File: src/rtl/bram_port_arbiter.sv
// bram_port_arbiter
// Shares one single-port, one-cycle-latency block RAM between the
// instruction-fetch port (port 0) and the load/store port (port 1).
// Contention is resolved round-robin. A port can take an exclusive lock
// so that a read-modify-write sequence is not interleaved with the other port.
// Read data from the BRAM goes to both ports and is qualified by each
// port's rvalid strobe.

module bram_port_arbiter #(
  parameter int ADDR_WIDTH = 10,
  parameter int DATA_WIDTH = 32
) (
  input  logic                  clk,
  input  logic                  rst,

  // port 0: instruction fetch
  input  logic                  p0_req,
  input  logic                  p0_we,
  input  logic [ADDR_WIDTH-1:0] p0_addr,
  input  logic [DATA_WIDTH-1:0] p0_wdata,
  input  logic                  p0_lock,
  output logic                  p0_gnt,
  output logic                  p0_rvalid,
  output logic [DATA_WIDTH-1:0] p0_rdata,

  // port 1: load/store
  input  logic                  p1_req,
  input  logic                  p1_we,
  input  logic [ADDR_WIDTH-1:0] p1_addr,
  input  logic [DATA_WIDTH-1:0] p1_wdata,
  input  logic                  p1_lock,
  output logic                  p1_gnt,
  output logic                  p1_rvalid,
  output logic [DATA_WIDTH-1:0] p1_rdata,

  // BRAM side
  output logic                  mem_ce,
  output logic                  mem_we,
  output logic [ADDR_WIDTH-1:0] mem_addr,
  output logic [DATA_WIDTH-1:0] mem_din,
  input  logic [DATA_WIDTH-1:0] mem_dout
);

  // Index of the port granted most recently; the other port wins a tie.
  logic       rr_last;
  // Exclusive ownership: while lock_active only lock_owner can be granted.
  logic       lock_active;
  logic       lock_owner;
  // One bit per port: a read was granted on the previous edge.
  logic [1:0] rd_pend;

  // Lock request currently presented by whichever port owns the lock.
  logic       owner_lock;

  assign owner_lock = lock_owner ? p1_lock : p0_lock;

  // Grant selection: reset blocks everything, a lock restricts the grant to
  // its owner, otherwise a lone requester wins and a tie goes round-robin.
  always_comb begin
    // NOTE: every signal assigned here gets a default first, so no path
    // through the if/else tree can leave it unassigned and infer a latch.
    p0_gnt = 1'b0;
    p1_gnt = 1'b0;
    if (!rst) begin
      if (lock_active) begin
        // The non-owner is held off even when the owner is idle.
        if (lock_owner) p1_gnt = p1_req;
        else            p0_gnt = p0_req;
      end else if (p0_req && p1_req) begin
        if (rr_last) p0_gnt = 1'b1;
        else         p1_gnt = 1'b1;
      end else begin
        p0_gnt = p0_req;
        p1_gnt = p1_req;
      end
    end
  end

  // BRAM command mux: the granted port drives the RAM; with no grant the
  // address and data simply follow port 0 and the RAM is disabled.
  always_comb begin
    mem_ce   = p0_gnt | p1_gnt;
    mem_we   = p1_gnt ? p1_we    : (p0_gnt & p0_we);
    mem_addr = p1_gnt ? p1_addr  : p0_addr;
    mem_din  = p1_gnt ? p1_wdata : p0_wdata;
  end

  // Round-robin history: remember which port took the last grant.
  always_ff @(posedge clk) begin
    // NOTE: sequential state uses non-blocking assignments so every register
    // in the design updates together from the values seen before the edge.
    if (rst) begin
      rr_last <= 1'b1;
    end else if (p0_gnt) begin
      rr_last <= 1'b0;
    end else if (p1_gnt) begin
      rr_last <= 1'b1;
    end
  end

  // Lock tracking: taken by a grant with lock set, released on any cycle in
  // which the owner stops asserting its lock, whether or not it is granted.
  always_ff @(posedge clk) begin
    if (rst) begin
      lock_active <= 1'b0;
      lock_owner  <= 1'b0;
    end else if (lock_active) begin
      if (!owner_lock) lock_active <= 1'b0;
    end else if (p0_gnt && p0_lock) begin
      lock_active <= 1'b1;
      lock_owner  <= 1'b0;
    end else if (p1_gnt && p1_lock) begin
      lock_active <= 1'b1;
      lock_owner  <= 1'b1;
    end
  end

  // Read-response tracking: a granted read returns data one cycle later.
  always_ff @(posedge clk) begin
    if (rst) begin
      rd_pend <= 2'b00;
    end else begin
      rd_pend[0] <= p0_gnt && p0_req && !p0_we;
      rd_pend[1] <= p1_gnt && p1_req && !p1_we;
    end
  end

  // A read granted just before reset is dropped: its strobe is masked in
  // the reset cycle and the pending bit is cleared by that edge.
  assign p0_rvalid = rd_pend[0] & ~rst;
  assign p1_rvalid = rd_pend[1] & ~rst;

  // Both ports see the BRAM output directly.
  assign p0_rdata = mem_dout;
  assign p1_rdata = mem_dout;

endmodule

File: config.mk
export PLATFORM = sky130hd
export DESIGN_NAME = bram_port_arbiter
export DESIGN_NICKNAME = d
export VERILOG_FILES = /design/src/rtl/bram_port_arbiter.sv
export SDC_FILE = /design/constraint.sdc
export NUM_CORES = 1
export LEC_CHECK = 0
export ABC_CLOCK_PERIOD_IN_PS = 2500
export CORE_AREA = 2 2 90 92
export CTS_CLUSTER_SIZE = 14
export DETAILED_ROUTE_END_ITERATION = 10
export DIE_AREA = 0 0 92 94
export HOLD_SLACK_MARGIN = 0.05
export PLACE_DENSITY = 0.7
export SLEW_MARGIN = 10
export SYNTH_ARGS = -nofsm -noshare
export SYNTH_HDL_FRONTEND = slang
export SYNTH_SLANG_ARGS = --single-unit
export TNS_END_PERCENT = 30
File: constraint.sdc
create_clock -name clk -period 2.5 [get_ports clk]
set_input_delay 0.75 -clock clk [delete_from_list [all_inputs] [get_ports clk]]
set_output_delay 0.75 -clock clk [all_outputs]
set_load 0.05 [all_outputs]
# After elaboration in Yosys (flattened, before gate mapping)
# Cells that the tools add are included.
dict set report word_totals {
  word_cells 44
  in_bits 124
  regBits 5
  out_inout_bits 112
}
dict set report op_classes {
  bitwise_logic 6
  n_mux 22
  n_reduce_logical 12
}
# cell count
set op_table {}
lappend op_table {{$mux W32} 1}
lappend op_table {{$mux W1} 20}
lappend op_table {{$mux W10} 1}
lappend op_table {{$logic_and A1 B1 Y1} 7}
lappend op_table {{$reduce_bool A2 Y1} 2}
lappend op_table {{$and A1 B1 Y1} 3}
lappend op_table {{$logic_not A1 Y1} 2}
lappend op_table {{$not A1 Y1} 2}
lappend op_table {{$reduce_and A2 Y1} 1}
lappend op_table {{$or A1 B1 Y1} 1}

# Longest topological paths before layout
dict set report depth {
  word_depth 8
  mapped_depth 5
  mapped_depth_nobuf 4
}

# Least setup slack after synthesis
# No wires, ideal clock.
dict set report synth_timing {
  path_type {input to output}
  from {input port p0_req}
  to {output port mem_we}
  path_buffers 0
  arrival_ns 1.891
  required_time_ns 1.750
  slack_ns -0.141
  stages 4
  path_cell_list {nor2b_1 o211ai_1 inv_1 a22o_1}
}
dict set report synth_via {
  elab_chain_cells 6
  word_cells_on_any_way 10
  classes_between {mux (8); bitwise (1); reduce/logical (1)}
}
# item line_no
set synth_lines {}
lappend synth_lines {{from (decl)} 17} ;# input logic p0_req,
lappend synth_lines {{$logic_and A1 B1 Y1} 69} ;# end else if (p0_req && p1_req) begin
lappend synth_lines {{$mux W1} 69}
lappend synth_lines {{$mux W1 *} 65} ;# if (lock_active) begin
lappend synth_lines {{$mux W1 *} 64} ;# if (!rst) begin
lappend synth_lines {{named net p0_gnt} 22} ;# output logic p0_gnt,
lappend synth_lines {{$and A1 B1 Y1 *} 83} ;# mem_we = p1_gnt ? p1_we : (p0_gnt & p0_we);
lappend synth_lines {{$mux W1 *} 83}
lappend synth_lines {{to (decl)} 38} ;# output logic mem_we,
# Mark *: on every way through the listed nets, which the timed path passes. The rest lies on a longest branch.

# Final worst setup path
dict set report layout_timing {
  from {input port p1_req}
  to {output port mem_din[21]}
}
dict set report layout_via {
  elab_chain_cells 5
  word_cells_on_any_way 6
  classes_between {mux (5); reduce/logical (1)}
}
# item line_no
set layout_lines {}
lappend layout_lines {{from (decl)} 27} ;# input logic p1_req,
lappend layout_lines {{$logic_and A1 B1 Y1} 69}
lappend layout_lines {{$mux W1} 69}
lappend layout_lines {{$mux W1 *} 65}
lappend layout_lines {{$mux W1 *} 64}
lappend layout_lines {{$mux W32 *} 85} ;# mem_din = p1_gnt ? p1_wdata : p0_wdata;
lappend layout_lines {{to (decl)} 40} ;# output logic [DATA_WIDTH-1:0] mem_din,
# Every way passes the cells marked *; elsewhere a longest branch is shown, timed or not.

==> summary.txt <==
Outcome
  – Outcome: finished with violations
  – Failing checks: negative setup slack

Timing
  – RSZ-0062 raised after global routing: true
  – Setup TNS after final layout: -4760 ps
  – Final worst path period share: 108%
  – Slew Limit Fails: 0
  – Final setup viols: 43
  – Relative slew margins: 80.9%
  – Slew @ Worst Pin: 286 ps
  – Fin worst setup slack: -199 ps
  – Final Hold Vio Count: 0
  – Max Clock Freq: 371 MHz
  – Final Skew: 1.12 ps
  – Tmin final: 2700 ps

Synth
  – Area of the mapped netlist: 1330 µm²
  – Syn_nets: 267
  – Post-synth top area share: 36.2%
  – Synth Instances: 143
  – Post-synthesis sequential area ratio: 7.55%
  – YS warnings: 0
  – FF+latch count, synth: 5
  – Avg Synthesized Cell Area: 9.27 µm²
  – Synth area leader: buf_4
  – Yosys cell types: 23
  – Synth top area cells: buf_4, mux2_2, mux2_4

Place
  – RePlAce Congestion: 0.669
  – Dpl hpwl: 4360 µm
  – Port Buf Inserts: 139
  – Placed cell count: 325

Global routing
  – Pin count of the biggest net entering global routing: 9
  – First-pass GRT wire length: 8000 µm
  – Initial antenna violation count: 2
  – GR Overflow Total: 0
  – GRT Total Usage: 11.9%
  – Number of global-route vias before repair: 1,393

Critical path
  – Crit-path cells: buf_6, nor2b_4, o211ai_4, buf_6, buf_6, buf_12, mux2_4, buf_12
  – CP max-delay cell: mux2_4
  – Highest cell delay on the worst timing path: 310 ps
  – Crit Path Class: input pin to primary output
  – Cell repeated most along the worst path: buf_6
  – Crit-path max FO: 8
  – Worst Setup End Kind: primary output
  – Startpoint types: input pin
  – Critical Path RT: 1750 ps
  – Critical path buffer and inverter count: 5
  – Crit path arrival time: 1950 ps
  – Delay-heaviest family, CP: buffers and inverters

CTS
  – Clock slew at reported path FFs: 30 ps
  – CTS buffer count: 3
  – Root Driver: clkbuf_8
  – Clk_lat worst skew: 220 ps
  – Sinks on Clock Net: 5
  – CTS H-Tree Depth: 1
  – Clock buffer depth: 2
  – TritonCTS clock tree: yes

Finish
  – Final cell count without fillers: 342
  – Area grow syn2layout: 140%
  – Final core utilization: 41.9%
  – Fraction of layout cells with a size suffix above 1: 52.7%
  – Fin nets: 364

Floorplan
  – Chip Height: 94 µm
  – Initial Util: 17.4%
  – DIE AREA: 8650 µm²
  – Num ports: 236
  – FP Rows: 32
  – Core area: 7610 µm²
  – Die width: 92 µm

Power and ir drop
  – Internal power: 0.000683 W
  – Switching Share: 37.8%
  – Tot Pwr: 0.00110 W
  – Pwr/cell area: 345 nW/µm²
  – VDD IR max: 0.000117 V
  – Part of the power in registers: 8.1%
  – Comb power frac: 78.2%
  – Clock power share: 13.7%
  – Sw Pwr: 0.000416 W
  – LEAKAGE: 1.45 nW

Drt
  – WL final: 5440 µm
  – Wire length per cell: 15.9 µm
  – DRT iter0 DRCs: 23
  – Vias per std cell: 3.84
  – DRT Pass-1 Iters: 4
  – # DRC: 0
  – Post-route ant nets: 0
  – Routed via count: 1,312

Min path
  – Hold WC Path Type: flip-flop to flip-flop

Run
  – Max cap viols: 0
==> synth_stat cells, drive strengths merged <==
cell type,instances
buf,68
mux2,43
dfxtp,5
nand2,5
inv,4
nor2b,4
nand2b,2
nor2,2
o211ai,2
a21oi,1
a221o,1
a22o,1
a31o,1
a31oi,1
and2b,1
nand3,1
nand4b,1
==> sequential cells by signal, summed over array words and instances, names as in the netlist <==
register and count:
rd_pend 2, lock_active 1, lock_owner 1, rr_last 1
==> stage by stage <==
| stage | area (µm²) | hold WS (ps) | setup slack [ps] |
|---|---|---|---|
| after detailed placement | 2830 | 479 | -616 |
| after global routing | 3180 | 502 | -237 |
| after floorplan | 1330 | 447 | -35.4 |
| after CTS | 3170 | 485 | -212 |
| final | 3190 | 481 | -199 |
| after global placement | 2830 | 469 | -587 |
==> routing by layer <==
layer	share of wire, %	GRT usage [%]	vias to the layer above
li1	-	-	611
met1	34	12.5	595
met2	51	21.4	86
met3	13	5.70	18
met4	1.3	3.36	2
met5	0.24	0	-
==> power groups by stage <==
stage	sequential (W)	combinational, W	clock, W
finish	0.0000894	0.000860	0.000150
global route	0.0000899	0.000892	0.000161
CTS	0.0000893	0.000866	0.000153
detailed placement	0.0000900	0.000787	0
global placement	0.0000897	0.000782	0
floorplan	0.0000890	0.000627	0
==> worst register-to-register path: cells and delay by family (launching register included) <==
| family | cells | cell delay [ps] |
|---|---|---|
| compound gates | 1 | 120 |
| buf+inv | 3 | 430 |
| flops | 1 | 470 |
| simple gates | 2 | 200 |
==> final cells by class <==
| cell class | count | area (µm²) |
|---|---|---|
| fillers | 706 | 4420 |
| repair buffers | 160 | 2090 |
| multi-input cells | 66 | 800 |
| well taps | 102 | 128 |
| flip-flops and latches | 5 | 100 |
| clock buffers | 4 | 45.0 |
| inverters | 4 | 17.5 |
| diodes | 1 | 2.50 |
==> cells in the final DEF, fill, tap and decap left out, drive strengths merged <==
master / n
clkdlybuf4s50: 88
buf: 72
mux2: 43
dfxtp: 5
nand2: 5
inv: 4
clkbuf: 4
nor2b: 4
nand2b: 2
nor2: 2
o211ai: 2
diode: 1
a22o: 1
and2b: 1
nand3: 1
nand4b: 1
a31oi: 1
a31o: 1
a21oi: 1
a221o: 1
==> cell families after synthesis <==
family | Yosys count | synth area share, %
flip-flops | 5 | 7.55
buffers and inverters | 72 | 42.1
multiplexers | 43 | 38.5
AO/OA/AOI/OAI | 7 | 5.09
AND/OR/NAND/NOR | 16 | 6.79
==> final timing paths <==
check / cells past startpoint / end / from / slack [ps]
worst max-delay path: 8 / mem_din[21] / p1_req / -200
worst max register to register: 6 / rd_pend[1] / lock_active / 1160
worst min-delay path: 2 / lock_owner / lock_owner / 480
worst min register to register: 2 / lock_owner / lock_owner / 480
==> timing repair <==
item / in CTS / in global routing
cloned: 3 / 0
hold buffers: 0 / 0
gates resized for setup: 60 / 2
endpoints found under the setup margin: 48 / 45
pin swaps: 4 / 1
setup buffers: 6 / 5
No activity file was read; power rests on OpenSTA's default activity.
